File: src/rtl/mc_main_control.sv
// Multi-cycle MIPS main control FSM with memory-ready stalls on fetch and data accesses.
// Optional addi support (opcode 001000, ADDI_WB state) is enabled by defining MC_CTRL_ADDI_EN.
module mc_main_control #(
  parameter int unsigned INIT_WAIT = 0
) (
  input  logic       clk,
  input  logic       rst_n,
  input  logic [5:0] opcode,
  input  logic       mem_ready,
  output logic       pc_write,
  output logic       pc_write_cond,
  output logic       i_or_d,
  output logic       mem_read,
  output logic       mem_write,
  output logic       ir_write,
  output logic       mem_to_reg,
  output logic       reg_dst,
  output logic       reg_write,
  output logic       alu_src_a,
  output logic [1:0] alu_src_b,
  output logic [1:0] alu_op,
  output logic [1:0] pc_source,
  output logic       instr_done,
  output logic       illegal_op,
  output logic [3:0] state
);

  localparam int unsigned CNT_W = 4;
  localparam logic [CNT_W-1:0] INIT_LAST = CNT_W'(INIT_WAIT);

  localparam logic [5:0] OP_RTYPE = 6'b000000;
  localparam logic [5:0] OP_LW    = 6'b100011;
  localparam logic [5:0] OP_SW    = 6'b101011;
  localparam logic [5:0] OP_BEQ   = 6'b000100;
  localparam logic [5:0] OP_J     = 6'b000010;
`ifdef MC_CTRL_ADDI_EN
  localparam logic [5:0] OP_ADDI  = 6'b001000;
`endif

  typedef enum logic [3:0] {
    S_INIT      = 4'd0,
    S_FETCH     = 4'd1,
    S_DECODE    = 4'd2,
    S_MEM_ADDR  = 4'd3,
    S_MEM_READ  = 4'd4,
    S_MEM_WB    = 4'd5,
    S_MEM_WRITE = 4'd6,
    S_EXECUTE   = 4'd7,
    S_R_WB      = 4'd8,
    S_BRANCH    = 4'd9,
    S_JUMP      = 4'd10,
    S_ILLEGAL   = 4'd11,
    S_ADDI_WB   = 4'd12
  } state_t;

  state_t           state_q, state_d;
  logic [5:0]       op_q;
  logic [CNT_W-1:0] init_cnt_q;

  // State register
  always_ff @(posedge clk or negedge rst_n) begin
    if (!rst_n) state_q <= S_INIT;
    else        state_q <= state_d;
  end

  // Opcode held from DECODE so MEM_ADDR can pick the access type
  always_ff @(posedge clk or negedge rst_n) begin
    if (!rst_n)                   op_q <= 6'd0;
    else if (state_q == S_DECODE) op_q <= opcode;
  end

  // Post-reset idle counter
  always_ff @(posedge clk or negedge rst_n) begin
    if (!rst_n)                                            init_cnt_q <= '0;
    else if (state_q == S_INIT && init_cnt_q != INIT_LAST) init_cnt_q <= init_cnt_q + CNT_W'(1);
    else                                                   init_cnt_q <= '0;
  end

  assign state = 4'(state_q);

  // Next-state and output decode
  always_comb begin
    state_d       = state_q;
    pc_write      = 1'b0;
    pc_write_cond = 1'b0;
    i_or_d        = 1'b0;
    mem_read      = 1'b0;
    mem_write     = 1'b0;
    ir_write      = 1'b0;
    mem_to_reg    = 1'b0;
    reg_dst       = 1'b0;
    reg_write     = 1'b0;
    alu_src_a     = 1'b0;
    alu_src_b     = 2'b00;
    alu_op        = 2'b00;
    pc_source     = 2'b00;
    instr_done    = 1'b0;
    illegal_op    = 1'b0;

    case (state_q)
      S_INIT: begin
        if (init_cnt_q == INIT_LAST) state_d = S_FETCH;
      end
      S_FETCH: begin
        mem_read  = 1'b1;
        alu_src_b = 2'b01;
        ir_write  = mem_ready;
        pc_write  = mem_ready;
        if (mem_ready) state_d = S_DECODE;
      end
      S_DECODE: begin
        alu_src_b = 2'b11;
        case (opcode)
          OP_LW, OP_SW: state_d = S_MEM_ADDR;
`ifdef MC_CTRL_ADDI_EN
          OP_ADDI:      state_d = S_MEM_ADDR;
`endif
          OP_RTYPE:     state_d = S_EXECUTE;
          OP_BEQ:       state_d = S_BRANCH;
          OP_J:         state_d = S_JUMP;
          default:      state_d = S_ILLEGAL;
        endcase
      end
      S_MEM_ADDR: begin
        alu_src_a = 1'b1;
        alu_src_b = 2'b10;
        case (op_q)
          OP_LW:   state_d = S_MEM_READ;
          OP_SW:   state_d = S_MEM_WRITE;
`ifdef MC_CTRL_ADDI_EN
          OP_ADDI: state_d = S_ADDI_WB;
`endif
          default: state_d = S_FETCH;
        endcase
      end
      S_MEM_READ: begin
        mem_read = 1'b1;
        i_or_d   = 1'b1;
        if (mem_ready) state_d = S_MEM_WB;
      end
      S_MEM_WB: begin
        reg_write  = 1'b1;
        mem_to_reg = 1'b1;
        instr_done = 1'b1;
        state_d    = S_FETCH;
      end
      S_MEM_WRITE: begin
        mem_write  = 1'b1;
        i_or_d     = 1'b1;
        instr_done = mem_ready;
        if (mem_ready) state_d = S_FETCH;
      end
      S_EXECUTE: begin
        alu_src_a = 1'b1;
        alu_op    = 2'b10;
        state_d   = S_R_WB;
      end
      S_R_WB: begin
        reg_write  = 1'b1;
        reg_dst    = 1'b1;
        instr_done = 1'b1;
        state_d    = S_FETCH;
      end
      S_BRANCH: begin
        alu_src_a     = 1'b1;
        alu_op        = 2'b01;
        pc_write_cond = 1'b1;
        pc_source     = 2'b01;
        instr_done    = 1'b1;
        state_d       = S_FETCH;
      end
      S_JUMP: begin
        pc_write   = 1'b1;
        pc_source  = 2'b10;
        instr_done = 1'b1;
        state_d    = S_FETCH;
      end
      S_ILLEGAL: begin
        illegal_op = 1'b1;
        state_d    = S_FETCH;
      end
`ifdef MC_CTRL_ADDI_EN
      S_ADDI_WB: begin
        reg_write  = 1'b1;
        instr_done = 1'b1;
        state_d    = S_FETCH;
      end
`endif
      default: state_d = S_FETCH;
    endcase
  end

endmodule
File: config.mk
export PLATFORM = sky130hd
export DESIGN_NAME = mc_main_control
export DESIGN_NICKNAME = d
export VERILOG_FILES = /design/src/rtl/mc_main_control.sv
export SDC_FILE = /design/constraint.sdc
export NUM_CORES = 1
export LEC_CHECK = 0
export CAP_MARGIN = 5
export CORE_ASPECT_RATIO = 0.7
export CORE_MARGIN = 2
export CORE_UTILIZATION = 35
export DETAILED_ROUTE_END_ITERATION = 8
export PLACE_DENSITY = 0.72
export SETUP_SLACK_MARGIN = 0.2
export SLEW_MARGIN = 10
export SYNTH_ARGS = -nofsm -noshare
export SYNTH_HDL_FRONTEND = slang
export SYNTH_SLANG_ARGS = --single-unit
File: constraint.sdc
create_clock -name clk -period 1.9 [get_ports clk]
set_clock_uncertainty 0.2 [all_clocks]
set_input_delay 0.285 -clock clk [delete_from_list [all_inputs] [get_ports clk]]
set_output_delay 0.285 -clock clk [all_outputs]
set_load 0.03 [all_outputs]
==> run_results.csv, run 1 <==
group,metric,value,unit
run_status,outcome,"finished with violations",
setup_path,crit_chain,"or2_4 -> nor3_4 -> or2_4 -> buf_6",
yosys,synth-warning-count,0,
floorplanning,floorplan.rows,14,
timing,slew_headroom,73.7,%
flow_run,cap_violations,0,
clocking,cts_tree,"yes",
place,dp_hpwl,1780,um
timing,hold_viol,0,
global_routing,grt_max_degree,15,
yosys,synth_edf_count,0,
setup_path,slowest_stage,"dfrtp_2",
layout,multiInputGateArea,666,um2
yosys,synth_cell_types,34,
timing,fin_setup_tns,-0.294,ns
timing,rsz0062_at_grt,"true",
layout,ff_latch_area,355,um2
layout,fill_cells,154,
setup_path,setup.worst_path.end_class,"primary output",
clocking,cts.sinks,14,
clocking,cts_max_level,1,
global_routing,first_global_vias,924,
route,route.met3.wl,221,um
floorplanning,start_util,38.1,%
global_routing,grt_usage,21.1,%
clocking,numCtsBuffers,3,
layout,drive_gt1_share,63.4,%
yosys,syn_area,847,um2
timing,fmax,0.505,GHz
clocking,clockRootBuffer,"clkbuf_4",
timing,setup_viol,6,
floorplanning,die_area,0.00284,mm2
floorplanning,coreArea,0.00222,mm2
route,routed_wl,3250,um
route,drt_iter0_markers,53,
route,routed_via_density,5.39,
yosys,synthTopCellsByArea,"dfrtp_1 41%, mux2_2 9.3%, nor2_1 7.1%, ha_1 3.0%, nor3_1 3.0%",
layout,area_growth,98.8,%
setup_path,crit_buf_inv,1,
route,drc,0,
pwr,p_leak,0.741,nW
yosys,synth_ff_type,"dfrtp_1",
yosys,ys_ff_latch,14,
floorplanning,ioPinCount,31,
setup_path,crit_cells,4,
global_routing,antenna_found_initial,0,
setup_path,crit_required,1.41,ns
timing,fin_crit_sh,104,%
timing,finalMaxSlewViolations,0,
route,met1Wirelength,1300,um
timing,worst_slack,-0.0802,ns
place,portBuffers,30,
run_status,violations,"negative setup slack",
yosys,ys_seq_area_share,41.4,%
pwr,pwr_density_cell,1390,mW/mm2
layout,final_nets,166,
yosys,syn_area_per_cell,9.01,um2
route,antenna_left,0,
clocking,cts_max_path_buffers,2,
route,wl_met2,1590,um
route,wl_per_cell,17.5,um
route,vias,997,
setup_path,startpoint_type,"register",
setup_path,cp_slowest_stage_delay,0.44,ns
layout,antenna_cells,0,
setup_path,crit_top_cell,"or2_4",
route,drtPass1Iterations,4,
place,place.gp.congestion,0.814,
yosys,synth_top_area_cell,"dfrtp_1",
timing,period_needed,1.98,ns
floorplanning,die_y,45.2,um
setup_path,crit_family,"simple AND/OR/NAND/NOR gates",
yosys,synthesis.instances,94,
setup_path,crit_fanout,5,
global_routing,grt_overflow,0,
setup_path,crit_type,"register to primary output",
yosys,synth_nets,105,
place,dpl.cell_count,160,
global_routing,grt_pass1_wl,4490,um
layout,instances_no_fill,185,
clocking,clkTransAtPathRegs,0.08,ns
clocking,clk_latency,0.28,ns
setup_path,cp.arrival,1.50,ns
timing,tightestPinTransition,0.389,ns
setup_path,r2r_cells,5,
route,highest_layer,"met4",
floorplanning,chipWidth,62.8,um
yosys,synth_top_area_share,41.4,%
hold_path,hold_class,"input pin to asynchronous set/reset pin",
yosys,synthArstFlopShare,100,%
pwr,peakVddDrop,590,uV
-- per-stage QoR --
| step | setup WS (ns) | power (W) | utilization (%) | hold WS (ns) | area, um2 |
|---|---|---|---|---|---|
| finish | -0.0802 | 0.00234 | 75.7 | 0.110 | 1680 |
| global route | -0.120 | 0.00244 | 75.7 | 0.109 | 1680 |
| CTS | -0.0534 | 0.00210 | 68.7 | 0.113 | 1530 |
| detailed placement | -0.0329 | 0.00166 | 57.8 | 0.272 | 1290 |
| global placement | -0.0410 | 0.00163 | 57.8 | 0.269 | 1290 |
| floorplan | -0.000624 | 0.00130 | - | -0.211 | 972 |
-- state kept, by name, indices dropped and copies added (netlist names) --
signal and cells:
init_cnt_q 4, state 4, op_q 6
-- layout make-up --
class	count	area share, %
clock buffer	3	1.34
multi-input combinational	70	39.5
inverter	6	1.49
timing repair buffer	60	34.2
tap	32	2.38
sequential	14	21.1
-- power by group --
part           total, W  switching, W  leakage, nW  internal (W)
Sequential     0.000493     0.0000961        0.173      0.000397
Combinational   0.00168      0.000870        0.554      0.000814
Clock          0.000165     0.0000916       0.0138     0.0000735
-- cell families after synthesis --
logic type | count (synthesis) | synth area share, %
DFF | 14 | 41.4
AOI/OAI and AO/OA | 12 | 9.31
adders and majority gates | 2 | 2.95
buffers and inverters | 10 | 5.91
xor gates and xnor gates | 3 | 3.10
and+or+nand+nor | 46 | 28.1
muxes | 7 | 9.31
-- Yosys cell counts (all sizes together) (3+ instances only) --
| master | count |
|---|---|
| nor2 | 17 |
| dfrtp | 14 |
| mux2 | 7 |
| inv | 6 |
| nand2 | 5 |
| nor3 | 5 |
| nand3 | 4 |
| a21oi | 3 |
| buf | 3 |
| nand4 | 3 |
| o21ai | 3 |
| or2 | 3 |
-- worst paths after layout --
check / slack, ns / end / from
worst max register to register: 0.18 / op_q[4] / state[3]
worst min-delay path: 0.11 / init_cnt_q[2] / rst_n
worst min register to register: 0.29 / init_cnt_q[0] / init_cnt_q[0]
worst max-delay path: -0.08 / pc_write / state[3]
min in group clk: 0.29 / init_cnt_q[0] / init_cnt_q[0]
max in group asynchronous: 1.20 / state[2] / rst_n
-- layer usage --
metal,track usage [%],up-vias
met4,7.11,0
met3,5.99,17
li1,-,449
met5,0,-
met1,25.2,475
met2,37.6,56
-- cells in the final DEF (no fill, tap or decap), drive strengths merged, types with 4 or more instances in the layout --
master,n
buf,50
clkdlybuf4s50,8
dfrtp,14
inv,6
mux2,7
nand2,5
nand3,4
nor2,17
nor3,5
-- timing repair --
action | CTS | global route
hold buffers | 0 | 0
setup endpoints to repair | 24 | 31
gates resized for setup | 42 | 27
buffers inserted | 13 | 9
pin swaps | 4 | 8
(Power assumes the default switching activity.)
==> inputs of run 2 (changes only) <==
--- a/config.mk
+++ b/config.mk
@@ -9,6 +9,7 @@
 export CORE_ASPECT_RATIO = 0.7
 export CORE_MARGIN = 2
 export CORE_UTILIZATION = 35
+export CTS_CLUSTER_DIAMETER = 40
 export DETAILED_ROUTE_END_ITERATION = 8
 export PLACE_DENSITY = 0.72
 export SETUP_SLACK_MARGIN = 0.2
==> results of run 2 <==
No change in the layout: final DEF, timing and power equal those of run 1.
==> inputs of run 3 (changes only) <==
--- a/config.mk
+++ b/config.mk
@@ -17,3 +17,4 @@
 export SYNTH_ARGS = -nofsm -noshare
 export SYNTH_HDL_FRONTEND = slang
 export SYNTH_SLANG_ARGS = --single-unit
+export TNS_END_PERCENT = 10
==> run 3 against run 2 <==
Die area unchanged. Total power shrank 18%. Sequential share of layout area up 3.7 points. Fmax shrank 0.62%. Largest cell class unchanged. The flow still finishes with violations (negative setup slack). Sequential power increased by 0.8%. Global-route usage is 2.9 points lower. Clock power about the same. Critical endpoint unchanged.
==> run_results.csv, run 3 (synthesis results as in run 1) <==
group,metric,value,unit
run_status,outcome,"finished with violations",
run_status,violations,"negative setup slack",
layout,final_nets,151,
layout,largest_register_ffs,6,
flow_run,cap_violations,0,
global_routing,first_global_vias,826,
layout,largest_register,"op_q",
floorplanning,die_area,0.00284,mm2
timing,worst_slack,-0.0927,ns
timing,fmax,0.502,GHz
layout,fill_cells,185,
floorplanning,ioPinCount,31,
floorplanning,chipWidth,62.8,um
timing,period_needed,1.99,ns
floorplanning,coreArea,0.00222,mm2
route,wl_per_cell,15.2,um
clocking,clkTransAtPathRegs,0.08,ns
clocking,cts_max_path_buffers,2,
pwr,peakVddDrop,610,uV
global_routing,grt_max_degree,15,
timing,fin_crit_sh,105,%
clocking,cts.sinks,14,
route,drc,0,
route,antenna_left,0,
pwr,p_leak,0.627,nW
pwr,pwr_density_cell,1340,mW/mm2
layout,drive_gt1_share,53.6,%
place,portBuffers,30,
clocking,postCtsHoldBufs,0,
timing,tightestPinTransition,0.371,ns
setup_path,setup.worst_path.end_class,"primary output",
setup_path,crit_fanout,6,
layout,antenna_cells,0,
layout,final_common_cell,"buf_4",
layout,instances_no_fill,170,
route,drtPass1Iterations,4,
clocking,cts_max_level,1,
pwr,power,0.00192,W
timing,hold_viol,0,
route,routed_wl,2580,um
setup_path,crit_type,"register to primary output",
layout,final_cell_mix,"18 x buf_4, 13 x buf_6, 10 x dfrtp_1",
global_routing,grt_usage,18.2,%
timing,setup_viol,6,
floorplanning,die_y,45.2,um
timing,fin_setup_tns,-0.323,ns
place,dpl.cell_count,161,
clocking,cts_tree,"yes",
route,drt_iter0_markers,26,
global_routing,grt_overflow,0,
setup_path,crit_required,1.41,ns
floorplanning,floorplan.rows,14,
route,vias,913,
layout,area_growth,68.8,%
clocking,clk_latency,0.27,ns
route,routed_via_density,5.37,
timing,slew_headroom,75.0,%
timing,finalMaxSlewViolations,0,
global_routing,antenna_found_initial,0,
setup_path,startpoint_type,"register",
place,dp_hpwl,1700,um
timing,rsz0062_at_grt,"true",
clocking,numCtsBuffers,3,
setup_path,cp.arrival,1.51,ns
clocking,clockRootBuffer,"clkbuf_4",
hold_path,hold_class,"input pin to asynchronous set/reset pin",
place,place.gp.congestion,0.794,
global_routing,grt_pass1_wl,3900,um
floorplanning,start_util,38.1,%
[run 3: cell count changes in the layout (fill, tap and decap cells not counted), sizes merged]
cell and delta:
buf -17, dlygate4sd2 +3, clkdlybuf4s15 -1
[run 3: worst paths after layout]
| check | from | endpoint | slack [ns] | cells after the start |
|---|---|---|---|---|
| max in group asynchronous | rst_n | state[2] | 1.20 | 2 |
| setup reg to reg | state[2] | init_cnt_q[3] | 0.14 | 4 |
| hold reg to reg | init_cnt_q[0] | init_cnt_q[0] | 0.29 | 1 |
| min in group clk | init_cnt_q[0] | init_cnt_q[0] | 0.29 | 1 |
| setup / recovery | state[2] | pc_write | -0.09 | 5 |
| hold / removal | rst_n | op_q[2] | 0.11 | 2 |
[run 3: critical path, cell delays in order, from the launching register on]
cell and delay [ns]:
dfrtp_2 0.45, buf_12 0.14, or2_4 0.25, nor3_4 0.14, or2_4 0.14, buf_6 0.12
[run 3: metrics by stage]
step                hold WS [ns]  setup slack, ns  util, %  area (um2)
finish                     0.110          -0.0927     64.3        1430
detailed placement         0.277          -0.0286     56.7        1260
global route               0.102           -0.169     64.3        1430
CTS                        0.113          -0.0829     62.8        1400
floorplan                 -0.211        -0.000952        -         935
global placement           0.271          -0.0157     56.7        1260
[run 3: layout make-up]
type,count,area (um2),area share [%]
inverters,6,22.5,1.57
clock buffers,3,22.5,1.57
multi-input cells,70,568,39.7
well taps,32,40.0,2.80
flip-flops and latches,14,355,24.8
repair buffers,45,422,29.5
[run 3: where the power goes]
group	total [W]	switching, W	internal [W]
clock network	0.000162	0.0000881	0.0000734
registers	0.000497	0.000100	0.000397
logic	0.00127	0.000695	0.000570
total	0.00192	0.000883	0.00104
[run 3: per-layer routing]
layer / vias up / track usage (%) / share of wire, %
li1: 424 / - / -
met1: 441 / 22.8 / 42
met2: 40 / 32.3 / 50
met3: 8 / 5.49 / 5.6
met4: 0 / 3.11 / 2.2
met5: - / 0 / 0
[run 3: what timing repair did]
item | CTS | global route
setup endpoints to repair | 21 | 30
setup buffers | 6 | 0
resized for setup | 22 | 10
pin swaps | 6 | 8
==> RTL edit 1, RTL diff (flow settings as in run 2) <==
Add a define of `MC_CTRL_ADDI_EN`.
--- a/src/rtl/mc_main_control.sv
+++ b/src/rtl/mc_main_control.sv
@@ -1,4 +1,6 @@
 // Multi-cycle MIPS main control FSM with memory-ready stalls on fetch and data accesses.
 // Optional addi support (opcode 001000, ADDI_WB state) is enabled by defining MC_CTRL_ADDI_EN.
+`define MC_CTRL_ADDI_EN
+
 module mc_main_control #(
   parameter int unsigned INIT_WAIT = 0
Formal check against the unedited RTL: not equivalent (Yosys sat finds a counterexample within 4 cycles, from zero or initial values and one cycle with rst_n low).
==> RTL edit 1 against run 2 <==
  * The run still ends with setup timing left
  * Power increased by 26%
  * Cell count is 14% higher
  * Final area up 16%
  * Synthesized area grew 9.2%
  * Via count is 14% higher
  * Sequential cell count unchanged
  * Global-route usage up 2.7 points
  * Sequential share of layout area fell by 2.8 points
  * Fmax increased by 0.74%
  * Critical path depth stayed put
  * Worst setup slack improved by 15 ps
  * Wire length up 15%
  * Critical path type unchanged
  * Critical endpoint unchanged
  * Largest cell class unchanged
  * Largest power group unchanged
==> RTL edit 1: results (changes against run 2) <==
----------------------------------------------------
[Synthesis]
  Top cells by area, synth ... sky130_fd_sc_hd__dfrtp_1 (38%), sky130_fd_sc_hd__nor2_1 (8.5%), sky130_fd_sc_hd__mux2_2 (6.1%)
  Number of distinct library cells after synthesis ... 38 (+12%)
  Most frequent cells after synthesis ... sky130_fd_sc_hd__nor2_1 (21), sky130_fd_sc_hd__dfrtp_1 (14), sky130_fd_sc_hd__inv_1 (6)
  Proportion of synthesized chip area in sequential cells ... 37.9% (-3.5 points)
  Mapped Nets ... 119 (+13%)

[Clock network]
  Clock slew at reported path FFs ... 60 ps (-20 ps)
  Latest clock arrival within the worst-skew pair ... 250 ps (-30 ps)
  Clock root buffer ... sky130_fd_sc_hd__clkbuf_8

[Route]
  Post-DR wirelength/cell ... 17.7 um (+1.0%)
  Count of routing violations after the opening detailed-route iteration ... 47 (-11%)
  Total via count after detailed routing ... 1141 (+14%)

[Global routing]
  Global-route wire length before repair ... 5400 um (+20%)
  GRT Overall Usage ... 23.7% (+2.7 points)

[Placement]
  Place WS ... -313 ps (-280 ps)
  Placed wire-length estimate after detailed placement ... 1940 um (+9.5%)
  Placer's final routability congestion estimate ... 0.813 (-0.15%)

[STA]
  Post-layout worst setup margin ... -65.6 ps (+14.6 ps)
  Final Setup Violations ... 8 (+2)
  Slew Limit Headroom ... 76.9% (+3.2 points)

[Layout]
  Number of filler cells placed in the layout ... 152 (-1.3%)
  Share of cells above drive strength 1 ... 65.0% (+1.6 points)
  Number of nets at the end of the flow ... 189 (+14%)

[Pwr]
  Leak ... 0.000879 uW (+19%)
  Maximum resistive drop on vdd ... 0.817 mV (+38%)

[Critical path]
  Worst reg-to-reg setup slack ... -50 ps (-230 ps)
  Maximum fanout along the worst path ... 4 (-1)
  Worst reg2reg endpoint ... state[0]
  Crit path DAT ... 1480 ps (-20 ps)

[Run status]
  Failing checks ... setup timing
  Status ... complete, but fails checks

----------------------------------------------------
[RTL edit 1: per-stage QoR]
step                      cell area [um2]  util [%]  hold WS [ps]  setup TNS, ps  instances
after CTS                            1820      73.3           151          -38.9        203
after floorplan                      1080         -          -211           -104        108
final                                1950      78.5           141           -272        211
after global routing                 1950      78.5           181           -673        211
after global placement               1440      58.0           272           -293        181
after detailed placement             1440      58.0           298           -574        181
[RTL edit 1: timing repair]
item / in CTS / in global routing
endpoints found under the setup margin: 32 / 33
hold endpoints to repair: 0 / 0
resized for setup: 55 / 22
hold buffers: 0 / 0
setup buffers: 18 / 8
pin swaps: 13 / 13
[RTL edit 1: cell families after synthesis]
logic type                 Yosys count  synth area share [%]
and+or+nand+nor                     52                  29.8
AOI/OAI and AO/OA                   17                  12.6
xor gates and xnor gates             3                  2.84
buffers and inverters               13                  5.82
muxes                                6                  7.31
adders and majority gates            3                  3.79
DFF                                 14                  37.9
[RTL edit 1: worst max-delay path by stage]
stage	from	to	slack, ps	depth (start not counted)
finish	state[3]	pc_write	-70	4
floorplan	state[2]	pc_write	-80	4
detailed placement	opcode[0]	state[0]	-310	6
global placement	opcode[0]	state[0]	-170	6
global route	state[3]	pc_write	-100	4
CTS	op_q[0]	state[0]	-20	4
[RTL edit 1: cell type report]
class	count	area, um2	area share (%)
Clock buffer	4	55.1	2.83
Timing Repair Buffer	72	687	35.3
Sequential cell	14	355	18.3
Inverter	6	25.0	1.29
Tap cell	34	42.5	2.19
Multi-Input combinational cell	81	781	40.1
[RTL edit 1: per-layer routing]
layer  wire [um]  track usage (%)  vias to the layer above
li1            -                -                      518
met1        1500             26.6                      583
met2        2030             46.5                       30
met3         134             5.28                       10
met4          74             7.50                        0
met5           0                0                        -
[RTL edit 1: power by group]
part	internal [uW]	switching, uW
clock	184	114
sequential	401	136
combinational	1060	1060
[RTL edit 1: worst register-to-register path: cells and delay by family, from the launching register on]
family | cells | cell delay (ps)
AOI/OAI and AO/OA | 3 | 680
DFF | 1 | 380
and+or+nand+nor | 1 | 580
==> RTL edit 2, RTL diff (settings of run 2) <==
Without the edit above. Make the reset (`rst_n`) synchronous in 3 clocked blocks.
--- a/src/rtl/mc_main_control.sv
+++ b/src/rtl/mc_main_control.sv
@@ -59,5 +59,5 @@
 
   // State register
-  always_ff @(posedge clk or negedge rst_n) begin
+  always_ff @(posedge clk) begin
     if (!rst_n) state_q <= S_INIT;
     else        state_q <= state_d;
@@ -65,5 +65,5 @@
 
   // Opcode held from DECODE so MEM_ADDR can pick the access type
-  always_ff @(posedge clk or negedge rst_n) begin
+  always_ff @(posedge clk) begin
     if (!rst_n)                   op_q <= 6'd0;
     else if (state_q == S_DECODE) op_q <= opcode;
@@ -71,5 +71,5 @@
 
   // Post-reset idle counter
-  always_ff @(posedge clk or negedge rst_n) begin
+  always_ff @(posedge clk) begin
     if (!rst_n)                                            init_cnt_q <= '0;
     else if (state_q == S_INIT && init_cnt_q != INIT_LAST) init_cnt_q <= init_cnt_q + CNT_W'(1);
Function: differs if rst_n is asserted again (counterexample within 4 cycles, from zero or initial values and one cycle with rst_n low); with rst_n held inactive, the same outputs for 10 cycles.
==> RTL edit 2 against run 2 <==
  * Final area up 5.1%
  * Global-route usage about the same
  * Sequential cell count is the same
  * Synthesized area grew 6.6%
  * Synthesized cell count rose by 30%
  * Wire length is 5.7% lower
  * Worst setup slack improved by 94 ps
  * Critical path type unchanged
Power is not compared: it rests on default switching activity, and its combinational part moved more than twofold at a synthesized area within 25%.
==> RTL edit 2: results (changes against run 2) <==
----------------------------------------------------
[Run status]
  Status ... finished clean

[Synthesis]
  Most frequent cells after synthesis ... sky130_fd_sc_hd__nand2_1 (18), sky130_fd_sc_hd__nor2_1 (15), sky130_fd_sc_hd__dfxtp_1 (14), sky130_fd_sc_hd__a21boi_0 (6)
  Multiplexer share of the synthesized area ... 0% (-9.3 points)
  Compound-gate portion of the synthesized area ... 21.7% (+12 points)
  Top cells by area, synth ... sky130_fd_sc_hd__dfxtp_1 (31%), sky130_fd_sc_hd__nand2_1 (7.5%), sky130_fd_sc_hd__nor2_1 (6.2%)
  Share of async-settable or async-resettable flops after synthesis ... 0% (-100 points)
  Mapped Nets ... 133 (+27%)
  Area share of fa/ha/maj cells after synthesis ... 2.77% (-0.18 points)

[Critical path]
  Worst reg2reg endpoint ... state[3]
  Critical path launch point ... state[0]
  Worst reg-to-reg setup slack ... 70 ps (-110 ps)
  Worst path slowest cell ... sky130_fd_sc_hd__dfxtp_4
  Crit path DAT ... 1400 ps (-100 ps)
  RR Startpoint ... state[2]

[Placement]
  Place WS ... -280 ps (-247 ps)
  Total placed instance area ... 1400 um2 (+8.9%)
  Placer's final routability congestion estimate ... 0.826 (+1.5%)
  Placed wire-length estimate after detailed placement ... 1990 um (+12%)

[Clock network]
  Latest clock arrival within the worst-skew pair ... 250 ps (-30 ps)
  Clock root buffer ... sky130_fd_sc_hd__clkbuf_8

[Layout]
  Share of cells above drive strength 1 ... 53.0% (-10 points)
  Number of nets at the end of the flow ... 197 (+19%)
  Area growth, synth to finish ... 95.8%
  Number of filler cells placed in the layout ... 182 (+18%)

[Route]
  Routed wl met2 ... 1480 um (-7.0%)
  Total via count after detailed routing ... 1135 (+14%)
  Met3 wire length ... 193 um (-13%)
  Count of routing violations after the opening detailed-route iteration ... 35 (-34%)
  Routed met1 length ... 1350 um (+4.0%)
  Total Routed Length ... 3060 um (-5.7%)

[Global routing]
  Maximum number of pins on one net before global-route repair ... 12 (-3)
  GR Layer Usage met1 ... 26.0% (+0.76 points)
  Global-route met3 utilization ... 4.89% (-1.1 points)
  Vias in the first global route ... 1022 (+11%)
  Global-route wire length before repair ... 4680 um (+4.2%)

----------------------------------------------------
RTL edit 2: power groups by stage:
stage | sequential (uW) | combinational [uW] | clock, uW
floorplan | 314 | 102 | 0
global placement | 315 | 168 | 0
global route | 304 | 247 | 318
CTS | 303 | 213 | 306
detailed placement | 316 | 170 | 0
finish | 303 | 234 | 300
RTL edit 2: timing repair:
action	in CTS	in global routing
buffers inserted	15	6
endpoints found under the setup margin	27	29
pin swaps	10	3
hold buffers	0	0
resized for setup	62	27
RTL edit 2: worst max path at each step:
stage	endpoint	slack [ps]	cells after the start
final	pc_write	10	5
after global placement	state[0]	-250	5
after CTS	mem_to_reg	2	4
after detailed placement	state[0]	-280	5
after floorplan	state[2]	160	5
after global routing	instr_done	-20	3
RTL edit 2: cell type report:
type | count | share of cell area [%]
multi-input combinational | 94 | 41.8
timing repair buffer | 68 | 34.7
sequential | 14 | 16.7
clock buffer | 4 | 3.11
tap | 34 | 2.40
inverter | 5 | 1.27
